$ cat src/rtl/lfsr_rand_server_if.sv
// Request/response bundle for lfsr_rand_server.
// The seed_load/seed signals exist only when LFSR_SEED_EN is defined.
interface lfsr_rand_server_if #(
  parameter int unsigned NUM_REQ = 4,
  parameter int unsigned WIDTH   = 8
);
  logic [NUM_REQ-1:0] req;
  logic               stir;
  logic [NUM_REQ-1:0] grant;
  logic               valid;
  logic [WIDTH-1:0]   data;
  logic               busy;
`ifdef LFSR_SEED_EN
  logic               seed_load;
  logic [WIDTH-1:0]   seed;
`endif

  // Requester side
  modport master (
    output req,
    output stir,
`ifdef LFSR_SEED_EN
    output seed_load,
    output seed,
`endif
    input  grant,
    input  valid,
    input  data,
    input  busy
  );

  // Server side
  modport slave (
    input  req,
    input  stir,
`ifdef LFSR_SEED_EN
    input  seed_load,
    input  seed,
`endif
    output grant,
    output valid,
    output data,
    output busy
  );
endinterface

$ cat src/rtl/lfsr_rand_server.sv
// Round-robin random-number server sharing one XNOR Fibonacci LFSR among NUM_REQ
// requesters. Each grant steps the LFSR STEPS times, then delivers one value with a
// single-cycle grant/valid pulse. stir advances the LFSR while idle.
// Optional feature macro: LFSR_SEED_EN (adds seed_load/seed to the interface).
module lfsr_rand_server #(
  parameter int unsigned      NUM_REQ = 4,
  parameter int unsigned      WIDTH   = 8,
  parameter logic [WIDTH-1:0] TAPS    = 8'hB8,
  parameter int unsigned      STEPS   = 8
) (
  input  logic                clk,
  input  logic                reset,
  lfsr_rand_server_if.slave   srv
);

  localparam int unsigned IdxW    = (NUM_REQ > 1) ? $clog2(NUM_REQ) : 1;
  localparam logic [7:0]  StepsM1 = 8'(STEPS - 1);

  typedef enum logic [1:0] {
    StIdle,
    StStep,
    StDeliver
  } state_e;

  state_e             state_q, state_d;
  logic [WIDTH-1:0]   lfsr_q, lfsr_d;
  logic [IdxW-1:0]    rr_ptr_q, rr_ptr_d;
  logic [IdxW-1:0]    idx_q, idx_d;
  logic [7:0]         step_cnt_q, step_cnt_d;
  logic [NUM_REQ-1:0] grant_q, grant_d;
  logic               valid_q, valid_d;
  logic [WIDTH-1:0]   data_q, data_d;
  logic               busy_q, busy_d;

  logic               pick_found;
  logic [IdxW-1:0]    pick_idx;
  logic [IdxW-1:0]    cand;

  // XNOR feedback keeps all-zero legal; all-ones is the (unreachable) lockup state.
  function automatic logic [WIDTH-1:0] lfsr_step(input logic [WIDTH-1:0] v);
    return {v[WIDTH-2:0], ~^(v & TAPS)};
  endfunction

  // Round-robin pick: first set request at or after rr_ptr, wrapping.
  always_comb begin
    pick_found = 1'b0;
    pick_idx   = '0;
    cand       = '0;
    for (int unsigned i = 0; i < NUM_REQ; i++) begin
      cand = IdxW'((32'(rr_ptr_q) + i) % NUM_REQ);
      if (!pick_found && srv.req[cand]) begin
        pick_found = 1'b1;
        pick_idx   = cand;
      end
    end
  end

  // Next-state logic; outputs are computed from the next state so they are registered.
  always_comb begin
    state_d    = state_q;
    lfsr_d     = lfsr_q;
    rr_ptr_d   = rr_ptr_q;
    idx_d      = idx_q;
    step_cnt_d = step_cnt_q;
    grant_d    = '0;
    valid_d    = 1'b0;
    data_d     = data_q;

    unique case (state_q)
      StIdle: begin
`ifdef LFSR_SEED_EN
        // Seed load wins; arbitration simply retries next cycle.
        if (srv.seed_load) begin
          if (srv.seed != '1) begin
            lfsr_d = srv.seed;
          end
        end else
`endif
        if (pick_found) begin
          idx_d      = pick_idx;
          step_cnt_d = StepsM1;
          state_d    = StStep;
        end else if (srv.stir) begin
          lfsr_d = lfsr_step(lfsr_q);
        end
      end
      StStep: begin
        lfsr_d = lfsr_step(lfsr_q);
        if (step_cnt_q == '0) begin
          state_d = StDeliver;
          grant_d = {{(NUM_REQ-1){1'b0}}, 1'b1} << idx_q;
          valid_d = 1'b1;
          data_d  = lfsr_d;
        end else begin
          step_cnt_d = step_cnt_q - 8'd1;
        end
      end
      StDeliver: begin
        rr_ptr_d = IdxW'((32'(idx_q) + 32'd1) % NUM_REQ);
        state_d  = StIdle;
      end
      default: begin
        state_d = StIdle;
      end
    endcase

    busy_d = (state_d != StIdle);
  end

  // State and output registers with asynchronous reset.
  always_ff @(posedge clk or posedge reset) begin
    if (reset) begin
      state_q    <= StIdle;
      lfsr_q     <= '0;
      rr_ptr_q   <= '0;
      idx_q      <= '0;
      step_cnt_q <= '0;
      grant_q    <= '0;
      valid_q    <= 1'b0;
      data_q     <= '0;
      busy_q     <= 1'b0;
    end else begin
      state_q    <= state_d;
      lfsr_q     <= lfsr_d;
      rr_ptr_q   <= rr_ptr_d;
      idx_q      <= idx_d;
      step_cnt_q <= step_cnt_d;
      grant_q    <= grant_d;
      valid_q    <= valid_d;
      data_q     <= data_d;
      busy_q     <= busy_d;
    end
  end

  assign srv.grant = grant_q;
  assign srv.valid = valid_q;
  assign srv.data  = data_q;
  assign srv.busy  = busy_q;

endmodule

$ cat src/flat_wrapper.sv
// flat-port wrapper written by rule: the top's interface ports become plain ports
module lfsr_rand_server_flat 
#(
  parameter int unsigned      NUM_REQ = 4,
  parameter int unsigned      WIDTH   = 8,
  parameter logic [WIDTH-1:0] TAPS    = 8'hB8,
  parameter int unsigned      STEPS   = 8
)
  (clk, reset, srv_req, srv_stir, srv_grant, srv_valid, srv_data, srv_busy);
  lfsr_rand_server_if #(.NUM_REQ(NUM_REQ), .WIDTH(WIDTH)) srv_i ();
  input  logic clk;
  input  logic reset;
  input wire logic [$bits(srv_i.req)-1:0] srv_req;
  input wire logic [$bits(srv_i.stir)-1:0] srv_stir;
  output wire logic [$bits(srv_i.grant)-1:0] srv_grant;
  output wire logic [$bits(srv_i.valid)-1:0] srv_valid;
  output wire logic [$bits(srv_i.data)-1:0] srv_data;
  output wire logic [$bits(srv_i.busy)-1:0] srv_busy;
  assign srv_i.req = srv_req;
  assign srv_i.stir = srv_stir;
  assign srv_grant = srv_i.grant;
  assign srv_valid = srv_i.valid;
  assign srv_data = srv_i.data;
  assign srv_busy = srv_i.busy;
  lfsr_rand_server #(.NUM_REQ(NUM_REQ), .WIDTH(WIDTH), .TAPS(TAPS), .STEPS(STEPS)) u_core (.clk(clk), .reset(reset), .srv(srv_i));
endmodule
$ cat config.mk
export PLATFORM = sky130hd
export DESIGN_NAME = lfsr_rand_server_flat
export DESIGN_NICKNAME = d
export VERILOG_FILES = /design/src/rtl/lfsr_rand_server_if.sv /design/src/rtl/lfsr_rand_server.sv /design/src/flat_wrapper.sv
export SDC_FILE = /design/constraint.sdc
export NUM_CORES = 1
export LEC_CHECK = 0
export ABC_AREA = 1
export BUFFER_PORTS_ARGS = -buffer_cell sky130_fd_sc_hd__buf_2
export CORE_ASPECT_RATIO = 0.75
export CORE_UTILIZATION = 40
export CTS_CLUSTER_DIAMETER = 120
export CTS_CLUSTER_SIZE = 8
export DETAILED_ROUTE_END_ITERATION = 8
export HOLD_SLACK_MARGIN = 0.15
export MAX_ROUTING_LAYER = met4
export PLACE_DENSITY = 0.58
export SLEW_MARGIN = 10
export SYNTH_ARGS = -nofsm -noshare
export SYNTH_HDL_FRONTEND = slang
export SYNTH_SLANG_ARGS = --single-unit
$ cat constraint.sdc
create_clock -name clk -period 3.4 [get_ports clk]
set_input_delay 0.68 -clock clk [delete_from_list [all_inputs] [get_ports clk]]
set_output_delay 0.68 -clock clk [all_outputs]
set_load 0.005 [all_outputs]
==> impl_results.md, run 1 <==
- Clock buffer depth: 2
- CP delay by family, top: simple AND/OR/NAND/NOR gates
- Row count: 20
- Setup TNS: 0 ps
- FF-to-FF End: u_core.srv.data[0]
- Peak Freq: 467.8 MHz
- WL/cell: 11.26 um
- Endpoints failing setup: 0
- Critical Path, Cell by Cell: inv_1 > ha_1 > nand2_1 > nor2_1 > nand4_1 > clkinv_1 > nand2_1 > nand2_1
- CTS-repair resized insts: 0
- Max_slew headroom: 56.91%
- Worst reg-to-reg setup slack: 1260 ps
- PortBufs: 20
- Dpl hpwl: 2.412 mm
- Routed WL: 3.480 mm
- N_diodes: 0
- Total CTS buffers: 5
- Post-synth EDFFs: 0
- Commonest register cell after synthesis: dfrtp_1
- Pre-antenna DRT Iters: 4
- Chip height: 60.25 um
- Crit path capture type: register
- RSZ-0062 raised after global routing: false
- Crit-path max FO: 14
- Core Util, Final: 50.39%
- Die Area: 4799 um^2
- Total track usage: 17.43%
- Pwr/cell area: 463.7 nW/um^2
- Routability cong.: 0.8202
- Non-filler cells, final: 309
- Via count: 1467
- Post-CTS setup buffers: 0
- Initial DRC count: 105
- First-pass GRT wire length: 6.065 mm
- Seq/Total Area, Yosys: 49.79%
- CP max stage delay: 540 ps
- CP required: 3620 ps
- Mean Syn Cell Area: 7.935 um^2
- Vias in the first global route: 1311
- HP Class: in -> async
- Clk sink count: 36
- Clk_lat worst skew: 280 ps
- Post-synthesis instance total: 228
- Post-route ant nets: 0
- Final period utilization: 62.87%
- Seq cells post-synth: 36
- Initial antenna violation count: 0
- Via-to-Cell Ratio: 4.748
- Commonest non-fill, non-tap cells in the layout: nand2_1, dfrtp_1, inv_1, nor2_1, buf_2
- Hold_buf cts: 0
- CTS tree: built
- Die Wd: 79.66 um
- Crit path arrival time: 2360 ps
- DP Cell Count: 301
- Hold Worst Slack: 478.2 ps
- Fin crit period: 2138 ps
- Initial Utilization: 43.04%
- Lkg Pwr: 1.167 nW
- Final Slew Violations: 0
- Top Ports: 21
- CP startpoint kind: register
- Pin count of the biggest net entering global routing: 37
- Htree depth: 2
- Critical Path Slowest Stage Cell: nand4_1
- Netlist cell types: 24
- CTS clk-pin slew, worst paths: 80 ps
- Most used cell, CP: nand2_1
- Status: finished clean
- Worst Path Buf+Inv: 2
- Peak VDD IR: 0.0002348 V
- Post-layout instance area: 2118 um^2
- Syn-to-layout area delta: 17.08%
- GRT overflow: 0
- Post-layout nets: 265
- Final Hold Viols: 0
- Placed inst area: 1959 um^2
- Remaining DRCs: 0
- Total of max-cap violations: 0
- Number of synthesis warnings: 0
- Filler cells: 410
- Core area: 4204 um^2
- Post-Syn Area: 1809 um^2
- Worst Path Class, Setup: reg -> reg
- Most common cell after layout, fill and taps aside: nand2_1
- Root Driver: clkbuf_8
- Fraction of registers with async set/reset: 100.0%
- Worst slew pin tran: 644.4 ps
- Syn_nets: 240
- R2R depth: 8
- Share of cells above drive strength 1: 16.54%
- RR Startpoint: u_core.step_cnt_q[0]
- Worst Skew: 6.608 ps
[per-stage QoR]
step,setup slack [ps],power (W)
finish,1262,0.0009822
global route,1037,0.001010
CTS,1288,0.0009914
detailed placement,1359,0.0004643
global placement,1378,0.0004645
floorplan,1790,0.0004553
[synth_stat cells, drive strengths merged, types with 2 or more instances]
cell type / number / share of area, %
a21oi: 2 / 0.76
buf: 2 / 1.2
dfrtp: 36 / 50
ha: 5 / 3.5
inv: 23 / 4.8
nand2: 100 / 22
nand3: 21 / 6.4
nand4: 3 / 1.0
nor2: 21 / 4.8
o21ai: 2 / 0.55
xnor2: 4 / 1.9
xor2: 3 / 1.5
[logic make-up (layout without fill, tap and decap cells)]
group / count (synthesis) / after routing / synth area share, %
buffers and inverters: 27 / 53 / 6.431
DFF: 36 / 36 / 49.79
adders and majority gates: 5 / 5 / 3.458
and+or+nand+nor: 147 / 147 / 34.79
AOI/OAI and AO/OA: 6 / 6 / 2.144
xor gates and xnor gates: 7 / 7 / 3.389
[area by class of cell]
class                      count  area, um^2  share of cell area [%]
tap                           55       68.82                   3.249
inverter                      24       90.09                   4.253
clock buffer                   5       68.82                   3.249
sequential                    36       900.9                   42.53
clock inverter                 3       90.09                   4.253
multi-input combinational    165       792.0                   37.39
timing repair buffer          21       107.6                   5.080
[state kept, by name, summed over array words and instances, names as in the netlist]
signal / flops
u_core.srv.grant: 4
u_core.srv.data: 8
u_core.srv.valid: 1
u_core.state_q: 2
u_core.idx_q: 2
u_core.srv.busy: 1
u_core.step_cnt_q: 8
u_core.lfsr_q: 8
u_core.rr_ptr_q: 2
[per-layer routing]
metal  vias to the layer above  GRT usage [%]  share of wire [%]
met2                        41          23.44                 37
met5                         -              -                  0
met4                         0          4.675               0.37
met1                       670          25.33                 58
met3                         2          4.733                4.7
li1                        754              -                  -
[where the power goes]
part	leakage, nW	internal [W]	switching (W)
combinational	0.651	0.00000813	0.0000194
sequential	0.437	0.000428	0
clock	0.0784	0.000367	0.000160
total	1.17	0.000803	0.000179
[worst reg2reg max path, stage by stage, from the launching register on]
cell and delay [ps]:
dfrtp_1 400, inv_1 90, ha_1 200, nand2_1 110, nor2_1 170, nand4_1 540
clkinv_1 410, nand2_1 90, nand2_1 60
[how the worst max path moves through the flow]
stage          slack, ps            startpoint            endpoint  depth (start not counted)
6_report            1260  u_core.step_cnt_q[0]  u_core.srv.data[0]                          8
5_1_grt             1040  u_core.step_cnt_q[0]  u_core.srv.data[7]                          8
4_1_cts             1290  u_core.step_cnt_q[0]  u_core.srv.data[7]                          8
3_5_place_dp        1360  u_core.step_cnt_q[0]  u_core.srv.data[6]                          8
3_3_place_gp        1380  u_core.step_cnt_q[0]  u_core.srv.data[2]                          8
2_1_floorplan       1790            srv_req[3]    u_core.lfsr_q[0]                         10
(Power assumes the default switching activity.)
==> run 2, diff against run 1 <==
- ABC_AREA: 1 -> 0
- PLACE_DENSITY: 0.58 -> 0.59
- clock period: 3.4 -> 2 ns (I/O delays scaled with it)
==> run 2 against run 1 <==
Effect of this change:
- worst hold slack worse by 270 ps
- non-clock buffer count up 6
- synthesized area down 9.8%
- clock skew about the same
- die area down 9.5%
- largest power group is now sequential cells
- highest routed layer unchanged
==> impl_results.md, run 2 <==
- Syn_nets: 145
- Fraction of registers with async set/reset: 100.0%
- Via count: 1104
- GRT overflow: 0
- Synth Area in Adders: 3.834%
- Clk sink count: 36
- Gr busiest metal: met2
- Share of cells above drive strength 1: 30.12%
- Htree depth: 2
- RSZ-0062 raised after global routing: false
- WL/cell: 13.66 um
- Initial Utilization: 43.16%
- Final Slew Violations: 0
- Critical Path Start: u_core.step_cnt_q[3]
- Crit-path max FO: 13
- Worst slew pin tran: 564.7 ps
- Largest family of logic cells by synthesized area: simple AND/OR/NAND/NOR gates
- Commonest register cell after synthesis: dfrtp_1
- Row count: 19
- PortBufs: 20
- Total of max-cap violations: 0
- Routing usage on met1: 21.34%
- FF-to-FF End: u_core.srv.data[3]
- Worst reg-to-reg setup slack: 110 ps
- Number of synthesis warnings: 0
- Total CTS buffers: 5
- Synth Area in XOR/XNOR: 1.610%
- Commonest non-fill, non-tap cells in the layout: dfrtp_1, buf_2, nand2_1, mux2_2
- Top Ports: 21
- Lkg Pwr: 0.9269 nW
- Syn-to-layout area delta: 23.16%
- Total track usage: 16.76%
- Post-Syn Area: 1632 um^2
- Sequential share of power: 38.8%
- Seq/Total Area, Yosys: 55.21%
- Pre-antenna DRT Iters: 4
- First-pass GRT wire length: 5.161 mm
- Most common cell after layout, fill and taps aside: dfrtp_1
- RR Startpoint: u_core.step_cnt_q[3]
- Post-layout instance area: 2009 um^2
- Remaining DRCs: 0
- Multi-input logic area: 689.4 um^2
- Synth cell count leaders: dfrtp_1, nand2_1, mux2_2
- Sw power: 0.001033 W
- Simple-gate share of the synthesized area: 15.34%
- CTS-repair resized insts: 0
- Clock network fraction of total power: 26.6%
- Peak VDD IR: 0.0008632 V
- Via-to-Cell Ratio: 5.064
- Die Area: 4341 um^2
- CTS tree: built
- Routed WL: 2.978 mm
- Max_slew headroom: 62.06%
- Pin count of the biggest net entering global routing: 37
- Clk_lat worst skew: 280 ps
- Vias in the first global route: 1130
- Placed inst area: 1851 um^2
- Chip height: 57.31 um
- Most frequent cell after synthesis: dfrtp_1
- Fin crit period: 1892 ps
- Global Route met3 Usage: 4.240%
- R2R depth: 4
- Dpl hpwl: 2.185 mm
- Post-layout nets: 177
- CP required: 2160 ps
- Initial DRC count: 44
- Sw Share: 31.35%
- Seq cells post-synth: 36
- Core area: 3780 um^2
- Routability cong.: 0.8203
- Post-synthesis mux area share: 12.96%
- CTS clk-pin slew, worst paths: 70 ps
- Pwr/cell area: 1640 nW/um^2
- Top cell type's share of synthesized area: 55.21%
- Initial antenna violation count: 0
- Final period utilization: 94.61%
- CP startpoint kind: register
- Worst setup endpoint: u_core.srv.data[3]
- Clock buffer depth: 2
- N_diodes: 0
- Synth Area in Compound Gates: 8.512%
- Post-route ant nets: 0
- Mean Syn Cell Area: 12.27 um^2
- Post-CTS setup buffers: 0
- Storage cell area: 900.9 um^2
- Peak Freq: 528.5 MHz
- Netlist cell types: 36
- Comb pwr share: 34.6%
- Cell taking the most area after synthesis: dfrtp_1
- Filler cells: 331
- Crit path capture type: register
- Die Wd: 75.75 um
- Root Driver: clkbuf_8
- Synth area leaders: dfrtp_1, mux2_2, mux2_1, ha_1, nand2_1
- Post-synthesis instance total: 133
- GRT met2 Usage: 25.66%
- HP Class: in -> async
- Status: finished clean
- Post-synth EDFFs: 0
- Crit path arrival time: 2050 ps
- Setup TNS: 0 ps
- Hold_buf cts: 0
- Internal: 0.002263 W
- Final Hold Viols: 0
- Worst Path Class, Setup: reg -> reg
- Worst Skew: 6.423 ps
- Endpoints failing setup: 0
==> run 2: cell types whose count changed after synthesis, sizes merged, moves of 3 or more <==
cell,before,now
nand2,100,11
nand3,21,0
mux2,0,17
inv,23,8
nor2,21,6
nor2b,0,5
and2,0,4
nor3,1,4
xor2,3,0
==> run 2: layout make-up <==
type,count,share of cell area (%)
clock buffer,5,3.425
tap,52,3.238
multi-input combinational,87,34.31
sequential,36,44.83
timing repair buffer,27,8.219
clock inverter,3,4.483
inverter,8,1.494
==> run 2: worst min-delay path by stage <==
stage | end | depth (start not counted) | slack [ps] | startpoint
2_1_floorplan | u_core.step_cnt_q[4] | 1 | 470 | u_core.step_cnt_q[4]
3_3_place_gp | u_core.srv.data[2] | 1 | 460 | u_core.srv.data[2]
3_5_place_dp | u_core.srv.data[4] | 1 | 470 | u_core.srv.data[4]
4_1_cts | u_core.lfsr_q[3] | 3 | 220 | reset
5_1_grt | u_core.lfsr_q[3] | 3 | 250 | reset
6_report | u_core.lfsr_q[3] | 3 | 210 | reset
==> run 2: worst max-delay path: stages (launching register included) <==
cell and delay, ps:
dfrtp_1 440, or4_4 610, nor3_4 230, buf_12 160, mux2_1 330
==> run 2: power by group through the flow <==
stage | combinational [W] | clock [W] | sequential (W)
final | 0.00114 | 0.000876 | 0.00128
after global routing | 0.00128 | 0.000930 | 0.00133
after CTS | 0.00117 | 0.000899 | 0.00128
after detailed placement | 0.00116 | 0 | 0.00130
after global placement | 0.00111 | 0 | 0.00127
after floorplan | 0.000825 | 0 | 0.00124
==> run 2: metal layers <==
layer | vias to the layer above | wire [um]
met2 | 16 | 1410
li1 | 530 | -
met3 | 2 | 89
met4 | 0 | 23
met5 | - | 0
met1 | 556 | 1455
==> run 2: through the flow <==
stage / worst slack [ps] / util (%) / total power [W] / hold slack, ps / std cells
after global placement: 170.6 / 48.96 / 0.002380 / 463.7 / 210
final: 107.8 / 53.16 / 0.003296 / 211.6 / 218
after global routing: 28.31 / 53.16 / 0.003541 / 254.0 / 218
after detailed placement: 117.1 / 48.96 / 0.002455 / 471.0 / 210
after CTS: 108.1 / 53.16 / 0.003348 / 223.4 / 218
after floorplan: 148.9 / - / 0.002065 / 473.9 / 133
==> run 2: logic make-up (layout without fill, tap and decap cells) <==
family,Yosys count,in the layout
buffers and inverters,10,43
AO/OA/AOI/OAI,19,19
adder cells (fa/ha/maj),5,5
XOR/XNOR,3,3
flip-flops,36,36
AND/OR/NAND/NOR,41,41
multiplexers,19,19
==> run 3, diff against run 2 <==
- PLACE_DENSITY: 0.59 -> 0.6
- REMOVE_ABC_BUFFERS: default -> 1
==> run 3 against run 2 <==
Effect of this change:
- via count grew 0.45%
- sequential power is essentially flat
- critical path depth is 1 higher
- total power decreased by 13%
- routed wire length is 5.0% lower
- sequential share of layout area rose by 2.1 points
- maximum frequency up 1.2%
- worst hold slack lost 11 ps
- first-iteration DRC count rose to 3.3 times the previous value
- register-to-register slack gained 20 ps
- final cell count down 1.4%
- non-clock buffer count unchanged
- critical path type unchanged
- critical endpoint is now u_core.step_cnt_q[5]
==> impl_results.md, run 3 (synthesis results as in run 2) <==
- Status: finished clean
- First-pass GRT wire length: 4.878 mm
- Total CTS buffers: 5
- CTS tree: built
- Peak Freq: 534.7 MHz
- Final period utilization: 93.51%
- R2R depth: 5
- Fin crit period: 1870 ps
- Root Driver: clkbuf_8
- Routability cong.: 0.8002
- Post-layout nets: 177
- Placed inst area: 1851 um^2
- CTS clk-pin slew, worst paths: 70 ps
- Initial DRC count: 146
- Dpl hpwl: 2.046 mm
- Final Slew Violations: 0
- Worst slew pin tran: 583.0 ps
- Crit path capture type: register
- Routed WL: 2.829 mm
- WL/cell: 13.16 um
- Most common cell after layout, fill and taps aside: dfrtp_1
- Syn-to-layout area delta: 17.64%
- Worst setup endpoint: u_core.step_cnt_q[5]
- Top Ports: 21
- Pre-antenna DRT Iters: 4
- Peak VDD IR: 0.0006591 V
- Worst Path Class, Setup: reg -> reg
- Clk_lat worst skew: 280 ps
- Endpoints failing setup: 0
- Crit-path max FO: 6
- Total of max-cap violations: 0
- Htree depth: 2
- Storage cell area: 900.9 um^2
- Setup TNS: 0 ps
- Clk sink count: 36
- Initial Utilization: 43.16%
- Row count: 19
- Post-route ant nets: 0
- Core area: 3780 um^2
- Chip height: 57.31 um
- RSZ-0062 raised after global routing: false
- Pin count of the biggest net entering global routing: 37
- CP required: 2140 ps
- DP Cell Count: 210
- Critical Path Start: u_core.step_cnt_q[3]
- Lkg Pwr: 0.8845 nW
- Non-filler cells, final: 215
- Worst reg-to-reg setup slack: 130 ps
- N_diodes: 0
- Share of cells above drive strength 1: 28.83%
- Die Wd: 75.75 um
- PortBufs: 20
- Post-layout instance area: 1919 um^2
- Via-to-Cell Ratio: 5.158
- Die Area: 4341 um^2
- Max_slew headroom: 60.84%
- Crit path arrival time: 2010 ps
- HP Class: in -> async
- Commonest non-fill, non-tap cells in the layout: dfrtp_1, buf_2, nand2_1, mux2_2
- Remaining DRCs: 0
- Filler cells: 330
- Via count: 1109
- Pwr/cell area: 1486 nW/um^2
- Final Hold Viols: 0
- GRT overflow: 0
- Post-CTS setup buffers: 0
- Initial antenna violation count: 0
- Clock buffer depth: 2
- CTS-repair resized insts: 0
- RR Startpoint: u_core.step_cnt_q[3]
- Multi-input logic area: 689.4 um^2
- CP startpoint kind: register
- Hold_buf cts: 0
- Vias in the first global route: 1104
- Total track usage: 16.45%
- Worst Skew: 4.201 ps
- FF-to-FF End: u_core.step_cnt_q[5]
==> run 3: cell types whose count changed in the layout (fill, tap and decap cells not counted), sizes merged <==
cell / delta
bufinv: -3
==> run 3: worst min-delay path by stage <==
stage	startpoint	to	slack [ps]	depth (start not counted)
2_1_floorplan	u_core.step_cnt_q[4]	u_core.step_cnt_q[4]	470	1
3_3_place_gp	u_core.srv.data[0]	u_core.srv.data[0]	460	1
3_5_place_dp	u_core.srv.data[3]	u_core.srv.data[3]	470	1
4_1_cts	reset	u_core.rr_ptr_q[1]	220	3
5_1_grt	reset	u_core.state_q[1]	240	3
6_report	reset	u_core.rr_ptr_q[1]	200	3
==> run 3: cell type report <==
type / count / share of cell area (%)
flip-flops and latches: 36 / 46.94
multi-input cells: 87 / 35.92
repair buffers: 27 / 8.605
clock buffers: 5 / 3.585
well taps: 52 / 3.390
inverters: 8 / 1.565
==> run 3: critical path, cell delays in order, from the launching register on <==
cell and delay, ps:
dfrtp_1 430, or4_4 610, nor4b_4 330, buf_4 190, or4_1 90, a21oi_1 70
==> run 3: through the flow <==
stage	util (%)	setup slack, ps	power [W]	hold slack, ps
2_1_floorplan	-	141.6	0.002055	473.9
3_3_place_gp	48.96	164.2	0.002379	464.2
3_5_place_dp	48.96	130.1	0.002422	470.8
4_1_cts	50.78	125.0	0.002894	220.3
5_1_grt	50.78	26.84	0.003093	239.5
6_report	50.78	129.8	0.002851	201.1
==> run 3: power breakdown <==
group / switching (W) / internal [W] / total [W]
Clock: 0.000234 / 0.000224 / 0.000458
Sequential: 0.000248 / 0.00103 / 0.00128
Combinational: 0.000508 / 0.000609 / 0.00112
Total: 0.000989 / 0.00186 / 0.00285
==> run 3: metal layers <==
layer	vias to the layer above	GRT usage [%]	share of wire, %
met5	-	-	0
met4	0	7.407	2.0
met2	22	22.63	45
li1	533	-	-
met3	8	7.244	4.9
met1	546	20.79	48
